==> config.mk <==
export PLATFORM = sky130hd
export DESIGN_NAME = pipe_ctrl_flat
export DESIGN_NICKNAME = d
export VERILOG_FILES = /design/src/rtl/pipe_ctrl_if.sv /design/src/rtl/pipe_ctrl.sv /design/src/flat_wrapper.sv
export SDC_FILE = /design/constraint.sdc
export NUM_CORES = 1
export LEC_CHECK = 0
export CAP_MARGIN = 25
export CORE_MARGIN = 4
export CORE_UTILIZATION = 48
export CTS_BUF_LIST = sky130_fd_sc_hd__clkbuf_8
export CTS_CLUSTER_SIZE = 20
export DETAILED_ROUTE_END_ITERATION = 12
export DONT_BUFFER_PORTS = 1
export GPL_TIMING_DRIVEN = 0
export SYNTH_ARGS = -nofsm -noshare
export SYNTH_HDL_FRONTEND = slang
export SYNTH_SLANG_ARGS = --single-unit
==> constraint.sdc <==
create_clock -name clk -period 3.04 [get_ports clk]
set_input_delay 0.608 -clock clk [delete_from_list [all_inputs] [get_ports clk]]
set_output_delay 0.608 -clock clk [all_outputs]
set_load 0.005 [all_outputs]
==> src/rtl/pipe_ctrl_if.sv <==
// Request/control bundle between the 5-stage pipeline and its central controller.
// The controller takes the master modport; the pipeline stages take the slave modport.
interface pipe_ctrl_if;
  // Stage requests and hazard operands
  logic        id_stallreq;
  logic        id_r1_en;
  logic [4:0]  id_r1_addr;
  logic        id_r2_en;
  logic [4:0]  id_r2_addr;
  logic        ex_is_load;
  logic        ex_wreg_en;
  logic [4:0]  ex_wreg_addr;
  logic        ex_stallreq;
  logic        mem_stallreq;
  logic        id_jump_en;
  logic        exc_req;
  logic [31:0] exc_vec;

  // Controller decisions
  logic [5:0]  stall;
  logic        flush;
  logic [31:0] new_pc;
  logic        id_in_delayslot;
  logic        bus_err;
  logic [31:0] stall_cycles;

  modport master (
    input  id_stallreq,
    input  id_r1_en,
    input  id_r1_addr,
    input  id_r2_en,
    input  id_r2_addr,
    input  ex_is_load,
    input  ex_wreg_en,
    input  ex_wreg_addr,
    input  ex_stallreq,
    input  mem_stallreq,
    input  id_jump_en,
    input  exc_req,
    input  exc_vec,
    output stall,
    output flush,
    output new_pc,
    output id_in_delayslot,
    output bus_err,
    output stall_cycles
  );

  modport slave (
    output id_stallreq,
    output id_r1_en,
    output id_r1_addr,
    output id_r2_en,
    output id_r2_addr,
    output ex_is_load,
    output ex_wreg_en,
    output ex_wreg_addr,
    output ex_stallreq,
    output mem_stallreq,
    output id_jump_en,
    output exc_req,
    output exc_vec,
    input  stall,
    input  flush,
    input  new_pc,
    input  id_in_delayslot,
    input  bus_err,
    input  stall_cycles
  );
endinterface

==> src/rtl/pipe_ctrl.sv <==
// Central pipeline controller: stall arbitration, load-use detection, flush/redirect,
// branch-delay-slot tracking and a MEM bus-wait watchdog.
module pipe_ctrl #(
  parameter int unsigned MEM_TIMEOUT = 16,
  parameter logic [31:0] BUS_ERR_VEC = 32'hBFC0_0380
) (
  input  logic       clk,
  input  logic       rst,
  pipe_ctrl_if.master bus
);

  localparam logic [7:0] TimeoutCnt = 8'(MEM_TIMEOUT);

  localparam logic [5:0] StallAll  = 6'b111111;
  localparam logic [5:0] StallMem  = 6'b011111;
  localparam logic [5:0] StallEx   = 6'b001111;
  localparam logic [5:0] StallId   = 6'b000111;
  localparam logic [5:0] StallNone = 6'b000000;

  typedef enum logic [1:0] {
    StRun,
    StWaitMem,
    StFlush
  } state_e;

  state_e      state_q, state_d;
  logic [7:0]  cnt_q, cnt_d;
  logic [31:0] new_pc_q, new_pc_d;
  logic        bus_err_q, bus_err_d;
  logic        ds_q, ds_d;
  logic [31:0] stall_cycles_q, stall_cycles_d;

  logic        load_use;
  logic        r1_hit;
  logic        r2_hit;
  logic [5:0]  run_stall;
  logic [5:0]  stall;
  logic        in_flush;

  // Load in EX feeding an ID operand cannot be forwarded in time; r0 never hazards.
  always_comb begin
    r1_hit   = bus.id_r1_en && (bus.id_r1_addr == bus.ex_wreg_addr);
    r2_hit   = bus.id_r2_en && (bus.id_r2_addr == bus.ex_wreg_addr);
    load_use = bus.ex_is_load && bus.ex_wreg_en && (bus.ex_wreg_addr != 5'd0) &&
               (r1_hit || r2_hit);
  end

  always_comb begin
    run_stall = StallNone;
    if (bus.exc_req) begin
      run_stall = StallAll;
    end else if (bus.mem_stallreq) begin
      run_stall = StallMem;
    end else if (bus.ex_stallreq) begin
      run_stall = StallEx;
    end else if (bus.id_stallreq || load_use) begin
      run_stall = StallId;
    end
  end

  // WAIT_MEM uses the same priority: it yields StallMem while the bus wait persists
  // and falls back to the ordinary rules on the cycle the wait drops.
  assign in_flush = (state_q == StFlush);
  assign stall    = in_flush ? StallNone : run_stall;

  always_comb begin
    state_d   = state_q;
    cnt_d     = cnt_q;
    new_pc_d  = new_pc_q;
    bus_err_d = 1'b0;

    unique case (state_q)
      StRun: begin
        if (bus.exc_req) begin
          state_d  = StFlush;
          new_pc_d = bus.exc_vec;
          cnt_d    = 8'd0;
        end else if (bus.mem_stallreq) begin
          state_d = StWaitMem;
          cnt_d   = 8'd1;
        end
      end

      StWaitMem: begin
        if (bus.exc_req) begin
          state_d  = StFlush;
          new_pc_d = bus.exc_vec;
          cnt_d    = 8'd0;
        end else if (!bus.mem_stallreq) begin
          state_d = StRun;
          cnt_d   = 8'd0;
        end else if (cnt_q == TimeoutCnt) begin
          state_d   = StFlush;
          new_pc_d  = BUS_ERR_VEC;
          bus_err_d = 1'b1;
          cnt_d     = 8'd0;
        end else begin
          cnt_d = cnt_q + 8'd1;
        end
      end

      StFlush: begin
        state_d = StRun;
        cnt_d   = 8'd0;
      end

      default: begin
        state_d = StRun;
        cnt_d   = 8'd0;
      end
    endcase
  end

  // Delay-slot flag advances only when ID actually accepts a new instruction.
  always_comb begin
    ds_d = ds_q;
    if (in_flush) begin
      ds_d = 1'b0;
    end else if (!stall[2]) begin
      ds_d = bus.id_jump_en;
    end
  end

  assign stall_cycles_d = stall_cycles_q + {31'd0, |stall};

  always_ff @(posedge clk) begin
    if (rst) begin
      state_q        <= StRun;
      cnt_q          <= 8'd0;
      new_pc_q       <= 32'd0;
      bus_err_q      <= 1'b0;
      ds_q           <= 1'b0;
      stall_cycles_q <= 32'd0;
    end else begin
      state_q        <= state_d;
      cnt_q          <= cnt_d;
      new_pc_q       <= new_pc_d;
      bus_err_q      <= bus_err_d;
      ds_q           <= ds_d;
      stall_cycles_q <= stall_cycles_d;
    end
  end

  assign bus.stall           = stall;
  assign bus.flush           = in_flush;
  assign bus.new_pc          = in_flush ? new_pc_q : 32'd0;
  assign bus.id_in_delayslot = ds_q;
  assign bus.bus_err         = bus_err_q;
  assign bus.stall_cycles    = stall_cycles_q;

endmodule

==> src/flat_wrapper.sv <==
// flat-port wrapper written by rule: the top's interface ports become plain ports
module pipe_ctrl_flat 
#(
  parameter int unsigned MEM_TIMEOUT = 16,
  parameter logic [31:0] BUS_ERR_VEC = 32'hBFC0_0380
)
  (clk, rst, bus_id_stallreq, bus_id_r1_en, bus_id_r1_addr, bus_id_r2_en, bus_id_r2_addr, bus_ex_is_load, bus_ex_wreg_en, bus_ex_wreg_addr, bus_ex_stallreq, bus_mem_stallreq, bus_id_jump_en, bus_exc_req, bus_exc_vec, bus_stall, bus_flush, bus_new_pc, bus_id_in_delayslot, bus_bus_err, bus_stall_cycles);
  pipe_ctrl_if bus_i ();
  input  logic clk;
  input  logic rst;
  input wire logic [$bits(bus_i.id_stallreq)-1:0] bus_id_stallreq;
  input wire logic [$bits(bus_i.id_r1_en)-1:0] bus_id_r1_en;
  input wire logic [$bits(bus_i.id_r1_addr)-1:0] bus_id_r1_addr;
  input wire logic [$bits(bus_i.id_r2_en)-1:0] bus_id_r2_en;
  input wire logic [$bits(bus_i.id_r2_addr)-1:0] bus_id_r2_addr;
  input wire logic [$bits(bus_i.ex_is_load)-1:0] bus_ex_is_load;
  input wire logic [$bits(bus_i.ex_wreg_en)-1:0] bus_ex_wreg_en;
  input wire logic [$bits(bus_i.ex_wreg_addr)-1:0] bus_ex_wreg_addr;
  input wire logic [$bits(bus_i.ex_stallreq)-1:0] bus_ex_stallreq;
  input wire logic [$bits(bus_i.mem_stallreq)-1:0] bus_mem_stallreq;
  input wire logic [$bits(bus_i.id_jump_en)-1:0] bus_id_jump_en;
  input wire logic [$bits(bus_i.exc_req)-1:0] bus_exc_req;
  input wire logic [$bits(bus_i.exc_vec)-1:0] bus_exc_vec;
  output wire logic [$bits(bus_i.stall)-1:0] bus_stall;
  output wire logic [$bits(bus_i.flush)-1:0] bus_flush;
  output wire logic [$bits(bus_i.new_pc)-1:0] bus_new_pc;
  output wire logic [$bits(bus_i.id_in_delayslot)-1:0] bus_id_in_delayslot;
  output wire logic [$bits(bus_i.bus_err)-1:0] bus_bus_err;
  output wire logic [$bits(bus_i.stall_cycles)-1:0] bus_stall_cycles;
  assign bus_i.id_stallreq = bus_id_stallreq;
  assign bus_i.id_r1_en = bus_id_r1_en;
  assign bus_i.id_r1_addr = bus_id_r1_addr;
  assign bus_i.id_r2_en = bus_id_r2_en;
  assign bus_i.id_r2_addr = bus_id_r2_addr;
  assign bus_i.ex_is_load = bus_ex_is_load;
  assign bus_i.ex_wreg_en = bus_ex_wreg_en;
  assign bus_i.ex_wreg_addr = bus_ex_wreg_addr;
  assign bus_i.ex_stallreq = bus_ex_stallreq;
  assign bus_i.mem_stallreq = bus_mem_stallreq;
  assign bus_i.id_jump_en = bus_id_jump_en;
  assign bus_i.exc_req = bus_exc_req;
  assign bus_i.exc_vec = bus_exc_vec;
  assign bus_stall = bus_i.stall;
  assign bus_flush = bus_i.flush;
  assign bus_new_pc = bus_i.new_pc;
  assign bus_id_in_delayslot = bus_i.id_in_delayslot;
  assign bus_bus_err = bus_i.bus_err;
  assign bus_stall_cycles = bus_i.stall_cycles;
  pipe_ctrl #(.MEM_TIMEOUT(MEM_TIMEOUT), .BUS_ERR_VEC(BUS_ERR_VEC)) u_core (.clk(clk), .rst(rst), .bus(bus_i));
endmodule
## Word level (Yosys, flattened, before mapping)

Cells that the tools add are included.

- Flip-flop bits (word level): 76
- Input port bits: 58
- Output and inout bits: 73
- Logic and storage cells: 59

- Add/sub/neg operators: 2
- Eq/ne operators: 10
- Muxes and demuxes: 24
- Bitwise logic cells: 2
- Reduce and logical (&&, ||, !) cells: 15

Operators with widths:

| cell | number |
|---|---|
| 32-bit two-way mux | 5 |
| 32-bit case mux with 2 select lines | 1 |
| 8-bit two-way mux | 5 |
| 32-bit by 1-bit adder with 32-bit output | 1 |
| 6-bit two-way mux | 4 |
| 8-bit case mux with 2 select lines | 1 |
| 5-bit == test | 2 |
| 2-bit two-way mux | 5 |
| 8-bit by 1-bit adder with 8-bit output, second input constant | 1 |
| 8-bit by 5-bit == test with 1-bit output, second input constant | 1 |
| 3-bit inequality test, second input constant | 2 |
| 6-bit OR reduction | 1 |
| 1-bit logical AND | 5 |
| 5-bit nonzero test | 1 |
| 4-bit by 3-bit inequality test with 1-bit output, second input constant | 1 |
| 2-bit case mux with 2 select lines | 1 |
| 4-bit AND reduction | 1 |
| 4-bit OR reduction | 1 |
| 3-bit two-way mux | 1 |
| 3-bit by 2-bit inequality test with 1-bit output, second input constant | 1 |
| 2-bit by 1-bit == test with 1-bit output, second input constant | 1 |
| 2-bit == test, second input constant | 1 |
| 2-bit zero test | 1 |
| 1-bit logical OR | 2 |
| other kinds (6) | 7 |

## Depth between registers and ports, before layout

- Depth after elaboration: 12
- Gate-level depth with buffers: 12
- Depth with buffers taken out: 12

## Worst setup path after synthesis

No wires, ideal clock.

- Kind: input port to flip-flop
- From: input bus_ex_wreg_addr[2]
- To: register u_core.stall_cycles_q[22], in the netlist u_core.bus.stall_cycles[22]
- Setup time: 0.128 ns
- Arrival: 2.531 ns
- Required time: 2.912 ns
- Setup slack: 0.381 ns
- Stages on the path: 12
- Buffers on the path: 0
- Cells stage by stage: xnor2_1 nand4_1 o22ai_1 a21oi_1 nor2_1 ha_1 ha_1 nand4_1 nor4_4 nand4_1 xor2_1 nor2_1

- Cells in the longest elaborated chain, start to end: 12
- Elaborated cells on any way between the ends: 16
- Those cells by class: 1 x add/sub; 2 x eq/ne; 5 x mux; 8 x reduce/logical

RTL lines:

| element | RTL line | RTL |
|---|---|---|
| start: declaration | flat_wrapper.sv:18 | `input wire logic [$bits(bus_i.ex_wreg_addr)-1:0] bus_ex_wreg_addr;` |
| 5-bit == test, on equally long branches | pipe_ctrl.sv:42, pipe_ctrl.sv:43 |  |
| 1-bit logical AND, on equally long branches | pipe_ctrl.sv:42, pipe_ctrl.sv:43 |  |
| 1-bit logical OR | pipe_ctrl.sv:45 | `(r1_hit \|\| r2_hit);` |
| 1-bit logical AND (*) | pipe_ctrl.sv:44 | `load_use = bus.ex_is_load && bus.ex_wreg_en && (bus.ex_wreg_addr != 5'd0) &&` |
| 1-bit logical OR (*) | pipe_ctrl.sv:56 | `end else if (bus.id_stallreq \|\| load_use) begin` |
| 3-bit two-way mux (*) | pipe_ctrl.sv:56 |  |
| 6-bit two-way mux (*) | pipe_ctrl.sv:54 | `end else if (bus.ex_stallreq) begin` |
| 6-bit two-way mux (*) | pipe_ctrl.sv:52 | `end else if (bus.mem_stallreq) begin` |
| 6-bit two-way mux (*) | pipe_ctrl.sv:50 | `if (bus.exc_req) begin` |
| 6-bit two-way mux (*) | pipe_ctrl.sv:64 | `assign stall = in_flush ? StallNone : run_stall;` |
| 6-bit OR reduction (*) | pipe_ctrl.sv:124 | `assign stall_cycles_d = stall_cycles_q + {31'd0, \|stall};` |
| 32-bit by 1-bit adder with 32-bit output (*) | pipe_ctrl.sv:124 |  |
| end signal: assignment | pipe_ctrl.sv:140 | `stall_cycles_q <= stall_cycles_d;` |
| end: declaration | pipe_ctrl.sv:31 | `logic [31:0] stall_cycles_q, stall_cycles_d;` |

Every way passes the cells marked *; elsewhere a longest branch is shown, timed or not.
A chain may end at the register's enable or synchronous reset.

## Worst setup path after layout

- From: register u_core.state_q[1]
- To: register u_core.stall_cycles_q[22], in the netlist u_core.bus.stall_cycles[22]

- Cells in the longest elaborated chain, start to end: 4

RTL lines:

| element | RTL line | RTL |
|---|---|---|
| start: declaration | pipe_ctrl.sv:26 | `state_e state_q, state_d;` |
| start signal: assignment | pipe_ctrl.sv:128 | `state_q <= StRun;` |
| start signal: assignment | pipe_ctrl.sv:135 | `state_q <= state_d;` |
| 2-bit == test | pipe_ctrl.sv:63 | `assign in_flush = (state_q == StFlush);` |
| net bus_flush | flat_wrapper.sv:25 | `output wire logic [$bits(bus_i.flush)-1:0] bus_flush;` |
| 6-bit two-way mux | pipe_ctrl.sv:64 |  |
| 6-bit OR reduction | pipe_ctrl.sv:124 |  |
| 32-bit by 1-bit adder with 32-bit output | pipe_ctrl.sv:124 |  |

The timed path passes the listed nets, and every way through them passes these cells.

==> results.tsv <==
metric	value	unit
status	finished, final reports clean	
Tcrit/Tclk final	91.8	%
largest net degree at the start of global routing	14	
initial antenna violation count	0	
die area	8830	um^2
global route overflow	0	
worst r2r src	u_core.state_q[1]	
H-tree depth	3	
CTS Buf Count	9	
Final Hold Fails	0	
Fillers	714	
vias per cell	5.41	
hpwl dp	6200	um
Slew Limit Fails	0	
leakage power figure	1.47	nW
Post-Syn Area	3550	um^2
CP Max Fanout	10	
Reg clk slew, reported paths	0.08	ns
worst min path class	in -> reg	
GPL Wtd Cong	0.801	
VDD IR max	258	uV
relative slew slack	49.1	%
layout cell share with drive strength beyond 1	8.03	%
worst hold slack	0.414	ns
fin nets	493	
hold-fix buffers at CTS	0	
number of setup violations in the final report	0	
R2R setup slack	0.25	ns
clock skew	0.00581	ns
port bufs	0	
DIE HEIGHT	94.0	um
max-cap viol count	0	
reg-to-reg critical path endpoint	u_core.bus.stall_cycles[22]	
CTS tree	yes	
crit end category	register	
Syn Inst Count	419	
Crit. Startpoint	u_core.state_q[1]	
# diodes	0	
Async SR Flop Fraction	0	%
vias in the first global route	2765	
Synth Flop Type	dfxtp_1	
FF+latch count, synth	76	
top cells by area, synth	dfxtp_1, nor2_1, and2_1	
Core ar.	7210	um^2
Routed WL per cell	15.6	um
initial DRC count	96	
num rows	31	
I/O pin total	131	
RSZ-0062 raised after global routing	no	
Syn-to-layout area delta	9.35	%
Post-synth top cells	nor2_1, dfxtp_1, and2_1	
pwr dens	507	nW/um^2
sequential share of the synthesized area	42.9	%
clk sink count	76	
Post-Syn Nets	481	
via count	2895	
Yosys cell types	41	
reg2reg path depth	13	
Max Fclk	0.358	GHz
Pre-Repair DR Iteration Count	4	
All-Layer GR Usage	19.1	%
fin crit period	2.79	ns
number of flops mapped to enable cells by yosys	0	
CTS max path bufs	2	
chip width	94.0	um
clk root buf	clkbuf_8	
crit path capture	u_core.bus.stall_cycles[22]	
most common cell in the synthesized netlist	nor2_1	
Synth Area per Inst	8.47	um^2
initial core utilization	49.2	%
Crit Path Category	reg -> reg	
first-pass GRT wire length	13400	um
slew at the pin closest to its max-slew limit	0.757	ns
Skew-Pair Late Insertion Delay	0.34	ns
DRC viols	0	
total power draw	0.00197	W
Critical Path AT	3.01	ns
WL final	8350	um
Synth Warn #	0	
cell taking the most area after synthesis	dfxtp_1	
Antenna Violating Nets Remaining	0	
Worst EP required	3.26	ns
Synth top area share	42.9	%
crit start category	register	
-- cells by family after synthesis --
| kind of cell | after synthesis | share of synthesized area, % |
|---|---|---|
| AND/OR/NAND/NOR | 228 | 34.0 |
| flip-flops | 76 | 42.9 |
| AO/OA/AOI/OAI | 41 | 7.97 |
| XOR/XNOR | 40 | 9.88 |
| buffers and inverters | 30 | 3.88 |
| adder cells (fa/ha/maj) | 4 | 1.41 |
-- worst max-delay path, cell delays in order (launching register included) --
cell,delay [ns]
dfxtp_1,0.30
clkbuf_1,0.18
nor2b_1,0.22
buf_2,0.20
buf_2,0.20
nor2_1,0.12
ha_1,0.20
ha_2,0.22
nand4_1,0.22
nor4_4,0.31
buf_4,0.18
nand4_1,0.11
xor2_1,0.15
nor2_1,0.05
-- routing by layer --
metal / wire [um] / global-route usage [%]
met5: 0 / 0
met4: 116 / 7.58
met3: 624 / 6.89
met2: 3890 / 29.7
met1: 3720 / 24.0
-- repair_timing --
action | 4_1_cts | 5_1_grt
setup buffers | 0 | 1
resized for setup | 0 | 5
setup endpoints to repair | 0 | 9
-- worst min path at each step --
| stage | from | cells past startpoint | endpoint |
|---|---|---|---|
| after global routing | bus_exc_vec[5] | 2 | u_core.new_pc_q[5] |
| after CTS | bus_exc_vec[13] | 2 | u_core.new_pc_q[13] |
| after global placement | u_core.new_pc_q[24] | 2 | u_core.new_pc_q[24] |
| final | bus_exc_vec[0] | 2 | u_core.new_pc_q[0] |
| after floorplan | u_core.new_pc_q[0] | 2 | u_core.new_pc_q[0] |
| after detailed placement | u_core.new_pc_q[23] | 2 | u_core.new_pc_q[23] |
-- state kept, by name, indices dropped and copies added (netlist names) --
| register | cells |
|---|---|
| u_core.cnt_q | 8 |
| u_core.new_pc_q | 32 |
| u_core.bus.stall_cycles | 32 |
| u_core.bus.id_in_delayslot | 1 |
| u_core.bus.bus_err | 1 |
| u_core.state_q | 2 |
-- placed cells by master, fill, tap and decap left out, types with 2 or more instances in the layout --
cell	instances
clkbuf_1	14
nor3_1	22
clkbuf_8	9
a21oi_1	8
dfxtp_1	76
inv_1	7
a22oi_1	21
nor4_4	3
nor2b_1	5
and2_1	32
buf_1	2
a41oi_1	2
clkinvlp_4	3
and3_1	6
nand3_1	15
nand2_1	15
or3_1	3
xor2_1	22
ha_1	3
buf_2	3
clkinv_2	3
nand4_1	14
nand2b_1	3
nand3b_1	4
buf_6	2
xnor2_1	18
nor2_1	96
o21ai_0	4
buf_4	3
-- stage by stage --
step	std cells	setup slack (ns)	util (%)	TNS [ns]	area, um^2
2_1_floorplan	419	0.381	-	0	3550
5_1_grt	535	0.00808	53.8	0	3880
3_3_place_gp	518	-0.0443	50.9	-0.103	3670
6_report	535	0.249	53.8	0	3880
3_5_place_dp	518	-0.0732	50.9	-0.330	3670
4_1_cts	534	0.0229	53.5	0	3860
-- cell type report --
cell class                      instances  area, um^2  share of cell area (%)
Timing Repair Buffer                    1        7.51                   0.194
Sequential cell                        76        1520                    39.2
Clock buffer                            9         124                    3.19
Multi-Input combinational cell        313        1900                    48.9
Inverter                                7        26.3                   0.677
Clock inverter                          7        67.6                    1.74
Buffer                                 23         113                    2.90
Tap cell                               99         124                    3.19
-- power breakdown --
group	total, W	internal (W)	switching [W]	leakage, nW
Sequential	0.00105	0.00103	0.0000225	0.619
Clock	0.000749	0.000374	0.000375	0.0910
Combinational	0.000163	0.0000673	0.0000954	0.757
Total	0.00197	0.00147	0.000493	1.47
No activity file was read; power rests on OpenSTA's default activity.
